`config.mk`:
```
export PLATFORM = sky130hd
export DESIGN_NAME = st_rmw_unit
export DESIGN_NICKNAME = d
export VERILOG_FILES = /design/src/rtl/st_rmw_unit.sv
export SDC_FILE = /design/constraint.sdc
export NUM_CORES = 1
export LEC_CHECK = 0
export CAP_MARGIN = 25
export CORE_ASPECT_RATIO = 1.1
export CORE_UTILIZATION = 35
export CTS_BUF_LIST = sky130_fd_sc_hd__clkbuf_16
export DETAILED_ROUTE_END_ITERATION = 8
export HOLD_SLACK_MARGIN = 0.03
export PLACE_DENSITY = 0.65
export RECOVER_POWER = 100
export SLEW_MARGIN = 20
export SYNTH_ARGS = -nofsm -noshare
export SYNTH_HDL_FRONTEND = slang
export SYNTH_SLANG_ARGS = --single-unit
```
`constraint.sdc`:
```
create_clock -name clk -period 2.7 [get_ports clk]
set_clock_uncertainty 0.15 [all_clocks]
set_input_delay 0.27 -clock clk [delete_from_list [all_inputs] [get_ports clk]]
set_output_delay 0.27 -clock clk [all_outputs]
set_load 0.01 [all_outputs]
```
`src/rtl/st_rmw_unit.sv`:
```
// -----------------------------------------------------------------------------
// st_rmw_unit
//
// Store-side narrowing unit. Takes a 32-bit register value plus a byte address
// and a size (byte / half / word) and writes it into a data memory that only
// supports whole-word writes. Byte and half stores are done as read-modify-
// write: the containing word is read, the target lane(s) are replaced, and the
// merged word is written back. Word stores are written directly.
//
// The core hands over one request at a time and then waits for the one-cycle
// done (store committed) or err (misaligned / reserved size rejected) pulse.
//
// Optional feature (macro RMW_BYPASS_EN):
//   When defined, the memory is assumed to have byte enables. A mem_be port is
//   added, every aligned store is written in a single cycle with the data
//   replicated across lanes, and no read is ever issued.
//
// Parameters:
//   ADDR_W     word-address width of the data memory
//
// Ports:
//   clk        system clock, rising edge
//   rst        synchronous reset, active-high
//   req_valid  store request valid
//   req_ready  unit idle and able to accept a request
//   req_addr   byte address of the store
//   req_data   register source data, narrow stores use the low bits
//   req_size   00 byte, 01 half, 10 word, 11 reserved (rejected)
//   mem_addr   word address to data memory (holds when strobes are low)
//   mem_rd_en  read strobe, mem_rdata is valid one cycle later
//   mem_rdata  memory read data
//   mem_wr_en  one-cycle write strobe
//   mem_wdata  full word to write (holds when strobes are low)
//   mem_be     byte enables, only with RMW_BYPASS_EN, zero unless writing
//   done       one-cycle pulse, store committed
//   err        one-cycle pulse, store rejected
// -----------------------------------------------------------------------------
module st_rmw_unit #(
  parameter int ADDR_W = 10
) (
  input  logic              clk,
  input  logic              rst,
  input  logic              req_valid,
  output logic              req_ready,
  input  logic [31:0]       req_addr,
  input  logic [31:0]       req_data,
  input  logic [1:0]        req_size,
  output logic [ADDR_W-1:0] mem_addr,
  output logic              mem_rd_en,
  input  logic [31:0]       mem_rdata,
  output logic              mem_wr_en,
  output logic [31:0]       mem_wdata,
`ifdef RMW_BYPASS_EN
  output logic [3:0]        mem_be,
`endif
  output logic              done,
  output logic              err
);

  typedef enum logic [2:0] {
    S_IDLE,
    S_ERR,
    S_RD,
    S_MRG,
    S_WR
  } state_t;

  state_t              r_state;
  state_t              w_nextState;

  logic                w_accept;
  logic                w_misaligned;
  logic                w_direct;
  logic [31:0]         w_acceptWdata;
  logic [31:0]         w_merged;

  // Captured request fields; only the low half of the data is ever needed
  // after accept because word data goes straight into r_memWdata.
  logic [1:0]          r_lane;
  logic [1:0]          r_size;
  logic [15:0]         r_data;

  logic [ADDR_W-1:0]   r_memAddr;
  logic [31:0]         r_memWdata;

  // Address bits above the memory range are deliberately dropped so the
  // address wraps inside the memory.
  logic                w_unusedAddr;
  assign w_unusedAddr = ^req_addr[31:ADDR_W+2];

`ifdef RMW_BYPASS_EN
  logic [3:0]          r_be;
  logic [3:0]          w_acceptBe;
`endif

  assign w_accept = req_valid & req_ready;

  // Alignment rules: halves need an even address, words a multiple of four,
  // and the reserved size is always rejected.
  always_comb begin
    w_misaligned = 1'b0;
    case (req_size)
      2'b00:   w_misaligned = 1'b0;
      2'b01:   w_misaligned = req_addr[0];
      2'b10:   w_misaligned = (req_addr[1:0] != 2'b00);
      default: w_misaligned = 1'b1;
    endcase
  end

`ifdef RMW_BYPASS_EN
  // With byte enables every aligned store is a single write; the data is
  // replicated so the enabled lanes see the right bytes whatever the offset.
  assign w_direct = 1'b1;

  always_comb begin
    w_acceptWdata = req_data;
    w_acceptBe    = 4'b1111;
    case (req_size)
      2'b00: begin
        w_acceptWdata = {4{req_data[7:0]}};
        w_acceptBe    = 4'b0001 << req_addr[1:0];
      end
      2'b01: begin
        w_acceptWdata = {2{req_data[15:0]}};
        w_acceptBe    = req_addr[1] ? 4'b1100 : 4'b0011;
      end
      default: begin
        w_acceptWdata = req_data;
        w_acceptBe    = 4'b1111;
      end
    endcase
  end
`else
  // Without byte enables only full words can skip the read.
  assign w_direct      = (req_size == 2'b10);
  assign w_acceptWdata = req_data;
`endif

  // Little-endian lane merge of the captured store data into the word that
  // was read back; bits outside the target lane(s) pass through untouched.
  always_comb begin
    w_merged = mem_rdata;
    case (r_size)
      2'b00: w_merged[{r_lane, 3'b000} +: 8] = r_data[7:0];
      2'b01: begin
        if (r_lane[1]) begin
          w_merged[31:16] = r_data;
        end else begin
          w_merged[15:0] = r_data;
        end
      end
      default: w_merged = mem_rdata;
    endcase
  end

  // State register.
  always_ff @(posedge clk) begin
    if (rst) begin
      r_state <= S_IDLE;
    end else begin
      r_state <= w_nextState;
    end
  end

  // Next-state logic. Rejections take priority over any write path.
  always_comb begin
    w_nextState = r_state;
    case (r_state)
      S_IDLE: begin
        if (w_accept) begin
          if (w_misaligned) begin
            w_nextState = S_ERR;
          end else if (w_direct) begin
            w_nextState = S_WR;
          end else begin
            w_nextState = S_RD;
          end
        end
      end
      S_ERR:   w_nextState = S_IDLE;
      S_RD:    w_nextState = S_MRG;
      S_MRG:   w_nextState = S_WR;
      S_WR:    w_nextState = S_IDLE;
      default: w_nextState = S_IDLE;
    endcase
  end

  // Output logic. Strobes and pulses are pure decodes of the state, so read
  // and write can never overlap; address and data come from holding registers.
  always_comb begin
    req_ready = (r_state == S_IDLE) && !rst;
    mem_rd_en = (r_state == S_RD);
    mem_wr_en = (r_state == S_WR);
    done      = (r_state == S_WR);
    err       = (r_state == S_ERR);
    mem_addr  = r_memAddr;
    mem_wdata = r_memWdata;
`ifdef RMW_BYPASS_EN
    mem_be    = (r_state == S_WR) ? r_be : 4'b0000;
`endif
  end

  // Request capture and memory-facing holding registers. The memory address
  // and data only move on an accepted, aligned request or on the merge, so a
  // rejected store leaves the memory bus exactly as it was.
  always_ff @(posedge clk) begin
    if (rst) begin
      r_lane     <= 2'b00;
      r_size     <= 2'b00;
      r_data     <= 16'h0000;
      r_memAddr  <= '0;
      r_memWdata <= 32'h0000_0000;
    end else begin
      if (w_accept) begin
        r_lane <= req_addr[1:0];
        r_size <= req_size;
        r_data <= req_data[15:0];
        if (!w_misaligned) begin
          r_memAddr <= req_addr[ADDR_W+1:2];
          if (w_direct) begin
            r_memWdata <= w_acceptWdata;
          end
        end
      end else if (r_state == S_MRG) begin
        r_memWdata <= w_merged;
      end
    end
  end

`ifdef RMW_BYPASS_EN
  // Byte-enable register, presented on mem_be only during the write cycle.
  always_ff @(posedge clk) begin
    if (rst) begin
      r_be <= 4'b0000;
    end else if (w_accept && !w_misaligned) begin
      r_be <= w_acceptBe;
    end
  end
`endif

endmodule

```
==> results of run 1 <==
-- metal layers --
layer  global-route usage, %  up-vias
met5                       0        -
met4                   8.889        0
met3                   5.927       23
met2                   38.72      172
met1                   28.94     1937
li1                        -     1985
-- final cells by class --
class                   instances  area, um2
clock buffers                   9      225.2
fillers                       997       4845
clock inverters                 7      101.3
multi-input cells             363       2270
flip-flops and latches         65       1301
inverters                       6      22.52
repair buffers                148       1450
well taps                     143      178.9
-- sequential cells by signal, indices dropped and copies added, names as in the netlist --
register / cells
mem_wdata: 32
r_lane: 2
r_data: 16
r_size: 2
r_state: 3
mem_addr: 10
-- worst paths after layout --
path	from	endpoint	slack (ns)	cells after the start
setup / recovery	r_state[2]$_SDFFE_PP0P_	mem_wdata[3]$_SDFFE_PP0P_	0.25	6
hold / removal	mem_wdata[31]$_SDFFE_PP0P_	mem_wdata[31]$_SDFFE_PP0P_	0.29	2
setup reg to reg	r_state[2]$_SDFFE_PP0P_	mem_wdata[3]$_SDFFE_PP0P_	0.25	6
hold reg to reg	mem_wdata[31]$_SDFFE_PP0P_	mem_wdata[31]$_SDFFE_PP0P_	0.29	2
-- logic make-up after synthesis --
logic type      Yosys count  share of synthesized area [%]
flops                    65                          34.62
compound gates          210                          37.48
mux                      11                          2.930
buf+inv                  50                          5.459
fa+ha+maj                 5                          1.664
simple gates            137                          17.84
-- cells in the final DEF, fill, tap and decap left out, types with 2 or more instances in the layout --
cell,Yosys,layout
dfxtp_1,65,65
o21ai_0,31,44
a31oi_1,2,2
a221oi_1,20,20
nor4bb_1,2,2
buf_12,0,2
buf_4,1,17
clkdlybuf4s50_1,0,79
dlygate4sd3_1,0,48
ha_1,5,5
nor3_1,3,3
nand2_1,65,65
a2bb2oi_1,3,3
nor3b_1,4,4
nand3b_1,2,2
a21oi_1,55,55
a22o_1,33,33
nor2_1,23,23
a22oi_1,12,12
bufinv_16,0,2
o21a_1,25,25
o221ai_1,12,12
o21ai_1,15,2
nor2b_1,31,31
inv_6,0,2
clkinvlp_4,0,2
mux2i_1,11,11
inv_1,6,6
clkbuf_16,0,9
-- critical path, delay by kind of cell, from the launching register on --
family / cells / cell delay [ns]
buffers and inverters: 1 / 0.58
AOI/OAI and AO/OA: 3 / 0.49
DFF: 1 / 0.34
and+or+nand+nor: 2 / 0.79
-- stage by stage --
stage                     power, mW  utilization (%)
after global placement        1.621            50.33
final                         2.892            53.39
after detailed placement      1.632            50.40
after floorplan               1.345                -
after global routing          3.015            53.39
after CTS                     2.920            53.55
-- power by group --
group | internal (mW) | switching [mW]
clock | 0.816 | 0.476
combinational | 0.285 | 0.283
sequential | 0.994 | 0.0382
total | 2.10 | 0.797
==> reports/metrics.cfg, run 1 <==
[routing]
dr.pass1.iters = 5
wl_met1_um = 5517
met2_length_um = 6063
top_layer = met4
wire_per_inst_um = 17.29
wl_met3_um = 948
dr.first_iter.drc_count = 170
routed_wl_um = 12810
routed_via_density = 5.556
routed-via-count = 4117
drc_errors = 0
postRouteAntennaNets = 0

[sta]
rsz0062_at_grt = no
worst_pin_slew_ns = 0.6807
fin_crit_sh_pct = 90.57
period_needed_ns = 2.445
worst_hold_slack_ns = 0.2945
tns_ns = 0
fmax_mhz = 408.9
setup_viol = 0
hold_viol_final = 0
setup_slack_ns = 0.2545
max_slew_margin_pct = 54.62
slew_viol_final = 0

[die]
coreArea_um2 = 10390
fp.dieH_um = 110.7
fp.dieW_um = 100.8
io_pins = 148
initial_utilization_pct = 36.16
row_count = 39
die-area_um2 = 11160

[logic_synthesis]
yosys-top-cells-area = dfxtp_1 (35%), a22o_1 (7.7%), a21oi_1 (7.3%), nand2_1 (6.5%), nor2b_1 (5.2%)
yosysTopAreaCell = dfxtp_1
synth_top_flop_cell = dfxtp_1
synth_warnings = 0
yosysSeqAreaShare_pct = 34.62
syn_nets = 584
postSynthAreaPerCell_um2 = 7.863
synth-edff-count = 0
synth_commonest_cells = dfxtp_1 (65), nand2_1 (65), a21oi_1 (55)
syn_inst = 478
ys_ff_latch = 65
syn_area_um2 = 3759
async_flop_share_pct = 0
synth_top_area_share_pct = 34.62
synth_cell_types = 33

[critical_path]
crit_slowest_cell = clkbuf_4
worst_ep_arrival_time_ns = 2.58
max_stage_delay_ns = 0.58
cp-start-kind = flop
worstPathCellList = or3_1, nor3b_4, clkbuf_4, a221oi_1, o21ai_0, a22o_1
crit_fanout = 52
setup.worst_path.class = reg2reg
end_kind = flop
required_ns = 2.83

[job]
max_cap_violations = 0

[global_route]
grt_overflow = 0
grt_max_degree = 53
grt_pass1_vias = 3923
grt_antenna_before_repair = 0
grt_pass1_wl_um = 20360
track_usage_pct = 23.41

[clock_tree]
clockBufferDepth = 2
ctsHoldBuffers = 0
clkTransAtPathRegs_ns = 0.06
h-tree-depth = 3
cts_resized = 0
postCtsSetupBuffers = 0
clk_root_buffer_cell = clkbuf_16
cts_tree = yes
numClockSinks = 65
insertion_delay_ns = 0.34
cts_buffers = 9

[placement]
hpwl_um = 8856
gp_congestion = 0.7663
dp.cells = 725
dpl_cell_area_um2 = 5239
numPortBuffers = 127
dp_worst_setup_slack_ns = 0.2536

[pwr]
p_leak_nw = 2.182
peakVddDrop_uv = 300.4
p_per_area_nw_per_um2 = 521.2

[final_layout]
drive_gt1_share_pct = 6.689
stdcell_area_um2 = 5549
diodes = 0
nNetsFinal = 699
final_cell_count_no_fill = 741
areaGrowthSynthToFinish_pct = 47.64

[hold_path]
hp-class = reg2reg

[run_status]
status = complete, no violations

(Power assumes the default switching activity.)
==> run 2, diff against run 1 <==
Settings changed: MAX_ROUTING_LAYER from default to met4.
==> run 2 against run 1 <==
Against the previous run: via count fell by 1.6%; power shrank 2.6%; wire length is 1.3% lower; register-to-register slack about the same; cell count stayed put; clock power decreased by 5%; critical endpoint is now mem_wdata[22]$_SDFFE_PP0P_; largest power group unchanged; highest routed layer unchanged.
==> reports/metrics.cfg, run 2 (synthesis results as in run 1) <==
[sta]
fmax_mhz = 409.4  ; +0.12%
hold_viol_final = 0  ; unchanged
fin_crit_sh_pct = 90.47  ; -0.10 points
period_needed_ns = 2.443  ; -0.002831 ns
rsz0062_at_grt = no
slew_viol_final = 0  ; unchanged
setup_slack_ns = 0.2574  ; +0.002831 ns
tns_ns = 0  ; unchanged
worst_pin_slew_ns = 0.6735  ; -0.007199 ns
setup_viol = 0  ; unchanged
max_slew_margin_pct = 55.10  ; +0.48 points

[final_layout]
areaGrowthSynthToFinish_pct = 47.07
diodes = 0  ; unchanged
fin_util_pct = 53.18  ; -0.20 points
final_cell_count_no_fill = 741  ; unchanged
final_cell_mix = clkdlybuf4s50_1 (79), nand2_1 (65), dfxtp_1 (65)
nNetsFinal = 700  ; +0.14%
drive_gt1_share_pct = 6.020  ; -0.67 points
final_common_cell = clkdlybuf4s50_1
largest_reg_flops = 32  ; unchanged

[global_route]
grt_pass1_vias = 3803  ; -3.1%
grt_antenna_before_repair = 0  ; unchanged
track_usage_pct = 23.86  ; +0.45 points
grt_pass1_wl_um = 20020  ; -1.6%
grt_max_degree = 53  ; unchanged
grt_overflow = 0  ; unchanged

[clock_tree]
cts_resized = 0  ; unchanged
clockBufferDepth = 2  ; unchanged
insertion_delay_ns = 0.34  ; about the same
cts_tree = yes
postCtsSetupBuffers = 0  ; unchanged
cts_buffers = 9  ; unchanged
clk_root_buffer_cell = clkbuf_16
clkTransAtPathRegs_ns = 0.06  ; about the same
ctsHoldBuffers = 0  ; unchanged
h-tree-depth = 3  ; unchanged
numClockSinks = 65  ; unchanged

[routing]
top_layer = met4
drc_errors = 0  ; unchanged
dr.first_iter.drc_count = 237  ; +39%
wl_met1_um = 5678  ; +2.9%
postRouteAntennaNets = 0  ; unchanged
routed-via-count = 4052  ; -1.6%
routed_wl_um = 12650  ; -1.3%
wl_met3_um = 814  ; -14%
dr.pass1.iters = 7  ; +2
wire_per_inst_um = 17.07  ; -1.3%
routed_via_density = 5.468  ; -1.6%
met2_length_um = 5934  ; -2.1%

[placement]
dp_worst_setup_slack_ns = 0.2544  ; +0.0008050 ns
numPortBuffers = 127  ; unchanged
dp.cells = 726  ; +0.14%
hpwl_um = 8697  ; -1.8%
gp_congestion = 0.7998  ; +4.4%

[critical_path]
cp-start-kind = flop
worst_ep_arrival_time_ns = 2.51  ; -0.07 ns
required_ns = 2.77  ; -0.06 ns
max_stage_delay_ns = 0.54  ; -0.04 ns
crit_slowest_cell = ha_1
worstPathCellList = inv_1, ha_1, nand4bb_1, nor2_1, clkbuf_1, a21oi_1, o221ai_1, a22o_1
setup.worst_path.class = reg2reg
end_kind = flop
crit_fanout = 13  ; -75%

[die]
initial_utilization_pct = 36.16  ; unchanged
coreArea_um2 = 10390  ; unchanged
io_pins = 148  ; unchanged
row_count = 39  ; unchanged
fp.dieH_um = 110.7  ; unchanged
die-area_um2 = 11160  ; unchanged
fp.dieW_um = 100.8  ; unchanged

[pwr]
p_leak_nw = 2.185  ; +0.17%
p_per_area_nw_per_um2 = 509.6  ; -2.2%
peakVddDrop_uv = 276.8  ; -7.9%

[job]
max_cap_violations = 0  ; unchanged

[run_status]
status = complete, no violations

[hold_path]
hp-class = reg2reg

-- run 2: metrics by stage --
stage / power (mW) / hold slack [ns] / instance area, um2
CTS: 2.861 / 0.3026 / 5548
detailed placement: 1.634 / 0.2923 / 5246
global placement: 1.624 / 0.2876 / 5239
finish: 2.817 / 0.2958 / 5528
global route: 2.941 / 0.3284 / 5528
floorplan: 1.345 / 0.2560 / 3759
-- run 2: final timing paths --
check / startpoint / to / slack [ns] / cells after the start
worst min-delay path: mem_wdata[30]$_SDFFE_PP0P_ / mem_wdata[30]$_SDFFE_PP0P_ / 0.30 / 2
worst min register to register: mem_wdata[30]$_SDFFE_PP0P_ / mem_wdata[30]$_SDFFE_PP0P_ / 0.30 / 2
worst max register to register: r_lane[1]$_SDFFE_PP0P_ / mem_wdata[22]$_SDFFE_PP0P_ / 0.26 / 8
worst max-delay path: r_lane[1]$_SDFFE_PP0P_ / mem_wdata[22]$_SDFFE_PP0P_ / 0.26 / 8
-- run 2: cell type report --
class,instances,area [um2]
sequential,65,1301
fill,987,4866
tap,143,178.9
multi-input combinational,363,2270
timing repair buffer,149,1454
clock buffer,9,225.2
clock inverter,6,76.32
inverter,6,22.52
-- run 2: power breakdown --
| part | leakage (nW) | switching (mW) | internal [mW] |
|---|---|---|---|
| Clock | 0.155 | 0.425 | 0.791 |
| Combinational | 1.50 | 0.279 | 0.286 |
| Sequential | 0.527 | 0.0406 | 0.995 |
-- run 2: critical path: cells and delay by family (launching register included) --
family          cells  cell delay, ns
compound gates      3            0.60
simple gates        2            0.24
buf+inv             2            0.48
fa+ha+maj           1            0.54
flops               1            0.32
-- run 2: layer usage --
layer / vias to the layer above / track usage [%]
li1: 1997 / -
met1: 1884 / 31.50
met2: 158 / 36.53
met3: 13 / 4.414
met4: 0 / 8.116
met5: - / -
==> run 3, diff against run 2 <==
Settings changed: CORE_UTILIZATION 35 to 44, CTS_BUF_LIST sky130_fd_sc_hd__clkbuf_16 to default, PLACE_DENSITY 0.65 to 0.79.
==> run 3 against run 2 <==
Against the previous run: first-iteration DRC count grew 12%; maximum frequency shrank 0.48%; worst hold slack gained 0.015 ns; non-clock buffer count grew 1; combinational power is essentially flat; sequential power is essentially flat; global-route usage grew 4.4 points; power shrank 13%; via count grew 5.6%; sequential share of layout area grew 0.64 points; critical endpoint is now mem_wdata[6]$_SDFFE_PP0P_; largest cell class unchanged.
==> reports/metrics.cfg, run 3 (synthesis results as in run 1) <==
[run_status]
status = complete, no violations

[final_layout]
diodes = 0  ; unchanged
multiInputGateArea_um2 = 2272  ; +0.11%
nNetsFinal = 701  ; +0.14%
final_cell_mix = clkdlybuf4s50_1 (79), nand2_1 (65), dfxtp_1 (65)
drive_gt1_share_pct = 7.000  ; +0.98 points
fill_cells = 723  ; -27%
largest_reg_flops = 32  ; unchanged
final_common_cell = clkdlybuf4s50_1
ff_latch_area_um2 = 1301  ; unchanged
areaGrowthSynthToFinish_pct = 43.18

[sta]
rsz0062_at_grt = no
max_slew_margin_pct = 36.02  ; -19 points
period_needed_ns = 2.454  ; +0.01175 ns
fmax_mhz = 407.4  ; -0.48%
fin_crit_sh_pct = 90.90  ; +0.44 points
setup_viol = 0  ; unchanged
slew_viol_final = 0  ; unchanged
hold_viol_final = 0  ; unchanged
tns_ns = 0  ; unchanged
worst_pin_slew_ns = 0.9597  ; +0.2862 ns

[critical_path]
r2r-end = mem_wdata[6]$_SDFFE_PP0P_
reg2reg_depth = 5  ; -3
crit_slowest_cell = or3_1
cp-start-kind = flop
rrSetupSlack_ns = 0.25  ; about the same
required_ns = 2.79  ; +0.02 ns
end_kind = flop
crit_end = mem_wdata[6]$_SDFFE_PP0P_
timing.rr.start = r_state[2]$_SDFFE_PP0P_
max_stage_delay_ns = 0.49  ; -0.05 ns
setup.worst_path.class = reg2reg
crit_fanout = 52  ; +39
critical_path.startpoint = r_state[2]$_SDFFE_PP0P_
worstPathCellList = or3_1, or3b_1, buf_2, o21a_1, a22o_1
worst_ep_arrival_time_ns = 2.55  ; +0.04 ns

[die]
fp.dieW_um = 90.13  ; -11%
coreArea_um2 = 8320  ; -20%
fp.dieH_um = 98.94  ; -11%
row_count = 35  ; -10%
io_pins = 148  ; unchanged
initial_utilization_pct = 45.17  ; +9.0 points
die-area_um2 = 8917  ; -20%

[routing]
drc_errors = 0  ; unchanged
routed-via-count = 4277  ; +5.6%
wire_per_inst_um = 17.40  ; +1.9%
dr.pass1.iters = 7  ; unchanged
postRouteAntennaNets = 0  ; unchanged
dr.first_iter.drc_count = 266  ; +12%
routed_via_density = 6.015  ; +10%
routed_wl_um = 12370  ; -2.2%

[pwr]
peakVddDrop_uv = 346.5  ; +25%
p_clk_share_pct = 34.5  ; -8.7 points
finalPower_mw = 2.442  ; -13%
p_sw_share_pct = 29.26  ; +2.8 points
p_per_area_nw_per_um2 = 453.8  ; -11%
seqPwrFrac_pct = 42.2  ; +5.5 points
power.switching_mw = 0.7146  ; -4.1%
p_int_mw = 1.728  ; -17%
p_leak_nw = 2.130  ; -2.5%
power_frac_comb_pct = 23.3  ; +3.2 points

[clock_tree]
clk_root_buffer_cell = clkbuf_8
h-tree-depth = 3  ; unchanged
clockBufferDepth = 2  ; unchanged
ctsHoldBuffers = 0  ; unchanged
insertion_delay_ns = 0.35  ; about the same
cts_resized = 0  ; unchanged
postCtsSetupBuffers = 0  ; unchanged
cts_tree = yes
numClockSinks = 65  ; unchanged
cts_buffers = 9  ; unchanged
clkTransAtPathRegs_ns = 0.07  ; about the same

[global_route]
grt_pass1_wl_um = 19690  ; -1.7%
track_usage_pct = 28.26  ; +4.4 points
grt_antenna_before_repair = 0  ; unchanged
grt_overflow = 0  ; unchanged
grt_pass1_vias = 4048  ; +6.4%
grt_max_degree = 53  ; unchanged

[hold_path]
hp-class = reg2reg

[placement]
numPortBuffers = 127  ; unchanged
hpwl_um = 8524  ; -2.0%
gp_congestion = 0.8495  ; +6.2%

[job]
max_cap_violations = 0  ; unchanged

run 3: cell types whose count changed in the layout (fill, tap and decap cells not counted), moves of 2 or more:
cell | before | now
buf_4 | 17 | 20
clkbuf_16 | 9 | 0
clkbuf_8 | 0 | 10
inv_1 | 8 | 6
clkinvlp_4 | 0 | 2
run 3: power by group through the flow:
stage | sequential [mW] | clock [mW] | combinational [mW]
after CTS | 1.03 | 0.852 | 0.578
after detailed placement | 1.05 | 0 | 0.575
after global placement | 1.05 | 0 | 0.563
after floorplan | 1.05 | 0 | 0.299
final | 1.03 | 0.842 | 0.569
after global routing | 1.03 | 0.888 | 0.616
run 3: stage by stage:
step	hold WS, ns	utilization [%]	worst slack, ns	area [um2]	instances
2_1_floorplan	0.2560	-	0.3238	3759	478
3_3_place_gp	0.2858	62.51	0.3018	5201	695
3_5_place_dp	0.2951	62.51	0.2539	5201	695
4_1_cts	0.3068	64.87	0.3837	5398	711
5_1_grt	0.3377	64.68	0.1458	5381	711
6_report	0.3104	64.68	0.2456	5381	711
run 3: critical path: cells and delay by family, from the launching register on:
kind / cells / cell delay [ns]
DFF: 1 / 0.36
and+or+nand+nor: 2 / 0.89
buffers and inverters: 1 / 0.42
AOI/OAI and AO/OA: 2 / 0.51
run 3: layer usage:
layer	global-route usage (%)	vias up	routed length, um	part of all wire (%)
met3	4.475	35	974	7.9
met4	14.76	0	437	3.5
met5	-	-	0	0
li1	-	1996	-	-
met2	44.74	245	5798	47
met1	34.74	2001	5158	42
run 3: layout make-up:
cell class                 count  area share [%]
clock buffer                  11           2.627
clock inverter                 5           1.023
inverter                       6          0.4185
multi-input combinational    363           42.22
sequential                    65           24.18
tap                          111           2.581
timing repair buffer         150           26.95
run 3: how the worst min path moves through the flow:
| stage | slack (ns) | depth (start not counted) | to | start |
|---|---|---|---|---|
| finish | 0.31 | 2 | mem_wdata[31]$_SDFFE_PP0P_ | mem_wdata[31]$_SDFFE_PP0P_ |
| global placement | 0.29 | 2 | mem_wdata[31]$_SDFFE_PP0P_ | mem_wdata[31]$_SDFFE_PP0P_ |
| floorplan | 0.26 | 2 | r_data[10]$_SDFFE_PP0P_ | req_data[10] |
| detailed placement | 0.30 | 2 | mem_wdata[31]$_SDFFE_PP0P_ | mem_wdata[31]$_SDFFE_PP0P_ |
| global route | 0.34 | 2 | r_data[8]$_SDFFE_PP0P_ | r_data[8]$_SDFFE_PP0P_ |
| CTS | 0.31 | 2 | mem_wdata[31]$_SDFFE_PP0P_ | mem_wdata[31]$_SDFFE_PP0P_ |
